## src/rtl/sram8_bridge_pkg.sv

```systemverilog
`default_nettype none
// ============================================================================
// Module  : sram8_bridge_pkg
// Brief   : Shared FSM states, lane constants and lane-search helper for the
//           32-bit to 8-bit SRAM bridge.
// Rev     : 1.0
// ============================================================================
package sram8_bridge_pkg;

    localparam int c_LANE_IDX_W = 2;
    localparam int c_LANES      = 4;

    typedef enum logic [2:0] {
        ST_IDLE  = 3'd0,
        ST_READ  = 3'd1,
        ST_RLAST = 3'd2,
        ST_WRITE = 3'd3,
        ST_DONE  = 3'd4
    } state_e;

    // Lowest set lane at or above 'from'; 3'd4 (bit 2 set) when none remains.
    function automatic logic [2:0] next_lane(input logic [3:0] strb, input logic [2:0] from);
        logic [2:0] r;
        r = 3'd4;
        for (int i = c_LANES - 1; i >= 0; i--) begin
            if (strb[i] && (i >= int'(from))) begin
                r = 3'(i);
            end
        end
        return r;
    endfunction

endpackage
`default_nettype wire

```

## src/rtl/sram8_word_bridge.sv

```systemverilog
`default_nettype none
// ============================================================================
// Module  : sram8_word_bridge
// Brief   : Serializes picorv32 native-bus word accesses into little-endian
//           byte cycles on a single 8-bit registered-output SRAM.
//           Build option: SRAM8_BRIDGE_WSKIP_EN (write only strobed lanes).
// Rev     : 1.0
// ============================================================================
module sram8_word_bridge
    import sram8_bridge_pkg::*;
#(
    parameter int SRAM_ADDR_WIDTH = 13
) (
    input  logic                       clk,
    input  logic                       reset_n,
    input  logic                       sel,
    input  logic                       mem_valid,
    output logic                       mem_ready,
    input  logic [31:0]                mem_addr,
    input  logic [31:0]                mem_wdata,
    input  logic [3:0]                 mem_wstrb,
    output logic [31:0]                mem_rdata,
    output logic                       sram_ce,
    output logic                       sram_wre,
    output logic [SRAM_ADDR_WIDTH-1:0] sram_addr,
    output logic [7:0]                 sram_data_in,
    input  logic [7:0]                 sram_data_out
);

    localparam int c_WADDR_W = SRAM_ADDR_WIDTH - c_LANE_IDX_W;

    state_e                  state_q, state_d;
    logic [c_LANE_IDX_W-1:0] idx_q, idx_d, prev_lane;
    logic [c_WADDR_W-1:0]    waddr_q, waddr_d;
    logic [31:0]             wdata_q, wdata_d;
    logic [3:0]              wstrb_q, wstrb_d;
    logic [31:0]             rdata_q, rdata_d;
    logic                    unused_addr_bits;

`ifdef SRAM8_BRIDGE_WSKIP_EN
    logic [2:0] first_lane;
    logic [2:0] nxt_lane;
    assign first_lane = next_lane(mem_wstrb, 3'd0);
    assign nxt_lane   = next_lane(wstrb_q, {1'b0, idx_q} + 3'd1);
`endif

    always_ff @(posedge clk or negedge reset_n) begin
        if (!reset_n) begin
            state_q <= ST_IDLE;
            idx_q   <= '0;
            waddr_q <= '0;
            wdata_q <= '0;
            wstrb_q <= '0;
            rdata_q <= '0;
        end else begin
            state_q <= state_d;
            idx_q   <= idx_d;
            waddr_q <= waddr_d;
            wdata_q <= wdata_d;
            wstrb_q <= wstrb_d;
            rdata_q <= rdata_d;
        end
    end

    always_comb begin
        state_d   = state_q;
        idx_d     = idx_q;
        waddr_d   = waddr_q;
        wdata_d   = wdata_q;
        wstrb_d   = wstrb_q;
        rdata_d   = rdata_q;
        mem_ready = 1'b0;
        sram_ce   = 1'b0;
        sram_wre  = 1'b0;
        prev_lane = idx_q - 2'd1;

        unique case (state_q)
            ST_IDLE: begin
                if (mem_valid && sel) begin
                    waddr_d = mem_addr[SRAM_ADDR_WIDTH-1:2];
                    wdata_d = mem_wdata;
                    wstrb_d = mem_wstrb;
                    idx_d   = '0;
                    if (mem_wstrb == 4'd0) begin
                        state_d = ST_READ;
                    end else begin
                        state_d = ST_WRITE;
`ifdef SRAM8_BRIDGE_WSKIP_EN
                        idx_d   = first_lane[1:0];
`endif
                    end
                end
            end
            ST_READ: begin
                sram_ce = 1'b1;
                // SRAM output lags the issued address by one edge.
                if (idx_q != '0) begin
                    rdata_d[{prev_lane, 3'b000} +: 8] = sram_data_out;
                end
                idx_d = idx_q + 2'd1;
                if (idx_q == 2'd3) begin
                    state_d = ST_RLAST;
                end
            end
            ST_RLAST: begin
                rdata_d[31:24] = sram_data_out;
                state_d        = ST_DONE;
            end
            ST_WRITE: begin
                sram_wre = 1'b1;
`ifdef SRAM8_BRIDGE_WSKIP_EN
                sram_ce  = 1'b1;
                if (nxt_lane[2]) begin
                    state_d = ST_DONE;
                end else begin
                    idx_d   = nxt_lane[1:0];
                end
`else
                sram_ce  = wstrb_q[idx_q];
                idx_d    = idx_q + 2'd1;
                if (idx_q == 2'd3) begin
                    state_d = ST_DONE;
                end
`endif
            end
            ST_DONE: begin
                mem_ready = 1'b1;
                idx_d     = '0;
                state_d   = ST_IDLE;
            end
            default: begin
                state_d = ST_IDLE;
            end
        endcase
    end

    assign sram_addr        = {waddr_q, idx_q};
    assign sram_data_in     = wdata_q[{idx_q, 3'b000} +: 8];
    assign mem_rdata        = rdata_q;
    assign unused_addr_bits = ^{mem_addr[31:SRAM_ADDR_WIDTH], mem_addr[1:0]};

endmodule
`default_nettype wire

```

## config.mk

```make
export PLATFORM = sky130hd
export DESIGN_NAME = sram8_word_bridge
export DESIGN_NICKNAME = d
export VERILOG_FILES = /design/src/rtl/sram8_bridge_pkg.sv /design/src/rtl/sram8_word_bridge.sv
export SDC_FILE = /design/constraint.sdc
export NUM_CORES = 1
export LEC_CHECK = 0
export BUFFER_PORTS_ARGS = -buffer_cell sky130_fd_sc_hd__clkbuf_2
export CORE_MARGIN = 2
export CORE_UTILIZATION = 51
export CTS_BUF_LIST = sky130_fd_sc_hd__clkbuf_8
export DETAILED_ROUTE_END_ITERATION = 6
export PLACE_DENSITY = 0.86
export SYNTH_ARGS = -nofsm -noshare
export SYNTH_HDL_FRONTEND = slang
export SYNTH_SLANG_ARGS = --single-unit
```

## constraint.sdc

```tcl
create_clock -name clk -period 3.2 [get_ports clk]
set_clock_uncertainty 0.05 [all_clocks]
set_input_delay 0.64 -clock clk [delete_from_list [all_inputs] [get_ports clk]]
set_output_delay 0.64 -clock clk [all_outputs]
set_load 0.03 [all_outputs]
```

==> metrics.yaml <==
p_seq_share_pct: 37.5
io_buffers: 114
grt_pass1_wl_mm: 12.3
wl_per_cell_microns: 15.8
ys_warn_count: 0
p_comb_share_pct: 47.3
timing.rr.end: "mem_rdata[4]"
ys_types: 30
cp-end-kind: "primary output"
ys_ff_latch: 84
drtAntennaViolNets: 0
post_cts_resized: 0
die-area_sq_um: 7990
cts.sinks: 84
relSlewSlack_pct: 30.8
clock_latency_ns: 0.34
cts_buffer_depth: 2
instances_no_fill: 468
drtIter0Drc: 83
holdBufCountCts: 0
cellLeakagePower_nw: 2.24
drt-total-wl_mm: 7.41
cts_buffers: 9
hp-class: "in2async"
coreArea_sq_um: 7140
grt_pass1_vias: 2605
setup_viol: 0
tns_ns: 0
clk_pin_slew_ns: 0.08
nets: 450
hold_violations: 0
pin_count: 136
status: "finished, final reports clean"
syn_nets: 337
slew_viol_final: 0
period_needed_ns: 2.49
p_sw_share_pct: 41.0
cts_tree: "built"
avgSynthCellArea_sq_um: 14.7
synthFlopType: "dfrtp_1"
worstSetupStartpointType: "flop"
grt_overflow: 0
dieHeight_microns: 89.4
start_util_pct: 52.1
via_per_inst: 5.37
reg2reg_depth: 6
synthCells: 252
globalplace.congestion: 0.816
max-cap-violations: 0
async_flop_share_pct: 100
synth-seq-area-share_pct: 56.6
vias: 2515
p_int_mw: 2.85
diodes: 0
h-tree-depth: 3
die_w_microns: 89.4
cp_max_fo: 9
rsz0062_at_grt: "no"
grt_usage_pct: 20.1
first_pass_iters: 4
peakVddDrop_uv: 542
criticalPathCategory: "reg2out"
drc_errors: 0
power_density_nw_per_um2: 1060
drive_gt1_share_pct: 60.4
postCtsSetupRepairBufs: 0
dp_cells: 453
tightest_slew_ns: 1.04
switchingPower_mw: 1.98
syn_area_sq_um: 3720
clock_power_share_pct: 15.2
area_growth_syn_to_layout_pct: 22.1
required_ns: 2.51
r2r_start: "idx_q[0]"
worst-r2r-setup-slack_ns: 0.79
fin_crit_sh_pct: 77.9
grt_max_degree: 85
root_buffer: "clkbuf_8"
clock.fmax_mhz: 401
hpwl_mm: 5.42
cp.arrival_ns: 1.80
antenna_found_initial: 0
rows: 31
synth_edf_count: 0
cell type report:
type,instances,area [sq um]
Tap cell,99,124
Timing Repair Buffer,119,611
Multi-Input combinational cell,147,1490
Fill cell,600,2600
Clock buffer,10,138
Inverter,4,15.0
Sequential cell,84,2100
Clock inverter,5,52.6
layer usage:
metal	track usage, %	up-vias	wire length, microns
met4	6.92	0	127
met1	24.9	1237	3030
met5	0	-	0
met3	6.74	11	678
met2	33.3	114	3570
li1	-	1153	-
registers in the layout, summed over array words and instances, names as in the netlist:
| name | count |
|---|---|
| wstrb_q | 4 |
| waddr_q | 11 |
| wdata_q | 32 |
| state_q | 3 |
| mem_rdata | 32 |
| idx_q | 2 |
synthesized netlist by cell type, types with 4 or more instances:
| cell type | count | area [sq um] |
|---|---|---|
| buf_2 | 4 | 20.0 |
| mux2_2 | 56 | 631 |
| mux4_2 | 9 | 203 |
| ha_1 | 5 | 62.6 |
| nand2_1 | 7 | 26.3 |
| nand4_1 | 24 | 150 |
| a21bo_1 | 5 | 50.1 |
| dfrtp_1 | 84 | 2100 |
| buf_6 | 5 | 56.3 |
| a21bo_2 | 19 | 190 |
| inv_1 | 4 | 15.0 |
| clkbuf_1 | 5 | 18.8 |
power groups by stage:
stage	Clock, mW	Combinational, mW	Sequential (mW)
after floorplan	0	1.36	2.17
after global placement	0	2.24	1.80
after detailed placement	0	2.31	1.84
after CTS	0.750	2.31	1.82
after global routing	0.790	2.47	1.88
final	0.732	2.29	1.81
critical path, cell delays in order (launching register included):
cell	delay, ns
dfrtp_1	0.35
buf_4	0.22
mux4_2	0.52
nor2b_1	0.12
nor3_1	0.05
clkbuf_2	0.20
placed cells by master, fill, tap and decap left out:
cell | Yosys | final
a2111o_1 | 1 | 1
a21bo_1 | 5 | 5
a21bo_2 | 19 | 19
a21o_1 | 1 | 1
a21oi_1 | 2 | 2
a22oi_1 | 1 | 1
and3_1 | 1 | 1
buf_4 | 2 | 6
bufinv_16 | 0 | 1
clkbuf_2 | 0 | 113
clkbuf_8 | 0 | 10
clkinv_2 | 0 | 3
clkinvlp_4 | 0 | 1
dfrtp_1 | 84 | 84
ha_1 | 5 | 5
inv_1 | 4 | 4
mux2_2 | 56 | 56
mux2i_1 | 1 | 1
mux4_2 | 9 | 9
nand2_1 | 7 | 7
nand2b_1 | 1 | 1
nand4_1 | 24 | 24
nor2_1 | 2 | 2
nor2_2 | 1 | 1
nor2b_1 | 2 | 2
nor3_1 | 2 | 2
nor3b_2 | 2 | 2
nor4_1 | 1 | 1
nor4_4 | 0 | 1
nor4b_4 | 1 | 1
o21ai_0 | 2 | 2
cells by family after synthesis:
kind of cell | synth area share, %
flops | 56.6
mux | 22.7
buf+inv | 3.47
simple gates | 7.88
compound gates | 7.71
fa+ha+maj | 1.68
worst max-delay path by stage:
stage               startpoint             to  slack, ns  cells after the start
finish                idx_q[0]        sram_ce       0.71                      5
global route          idx_q[0]        sram_ce       0.59                      5
CTS                   idx_q[0]        sram_ce       0.67                      5
detailed placement    idx_q[0]  mem_rdata[15]       0.83                      6
global placement      idx_q[0]   mem_rdata[6]       0.89                      6
floorplan             idx_q[0]   mem_rdata[0]       0.63                      7
through the flow:
stage          util, %  worst slack [ns]  power, mW  area, sq um  hold slack (ns)
6_report          63.6             0.708       4.83         4540            0.399
5_1_grt           63.6             0.594       5.15         4540            0.461
4_1_cts           63.6             0.675       4.88         4540            0.438
3_5_place_dp      60.9             0.830       4.14         4350            0.421
3_3_place_gp      60.9             0.894       4.05         4350            0.414
2_1_floorplan        -             0.628       3.53         3720            0.294
Power figures use the tool's default switching activity.
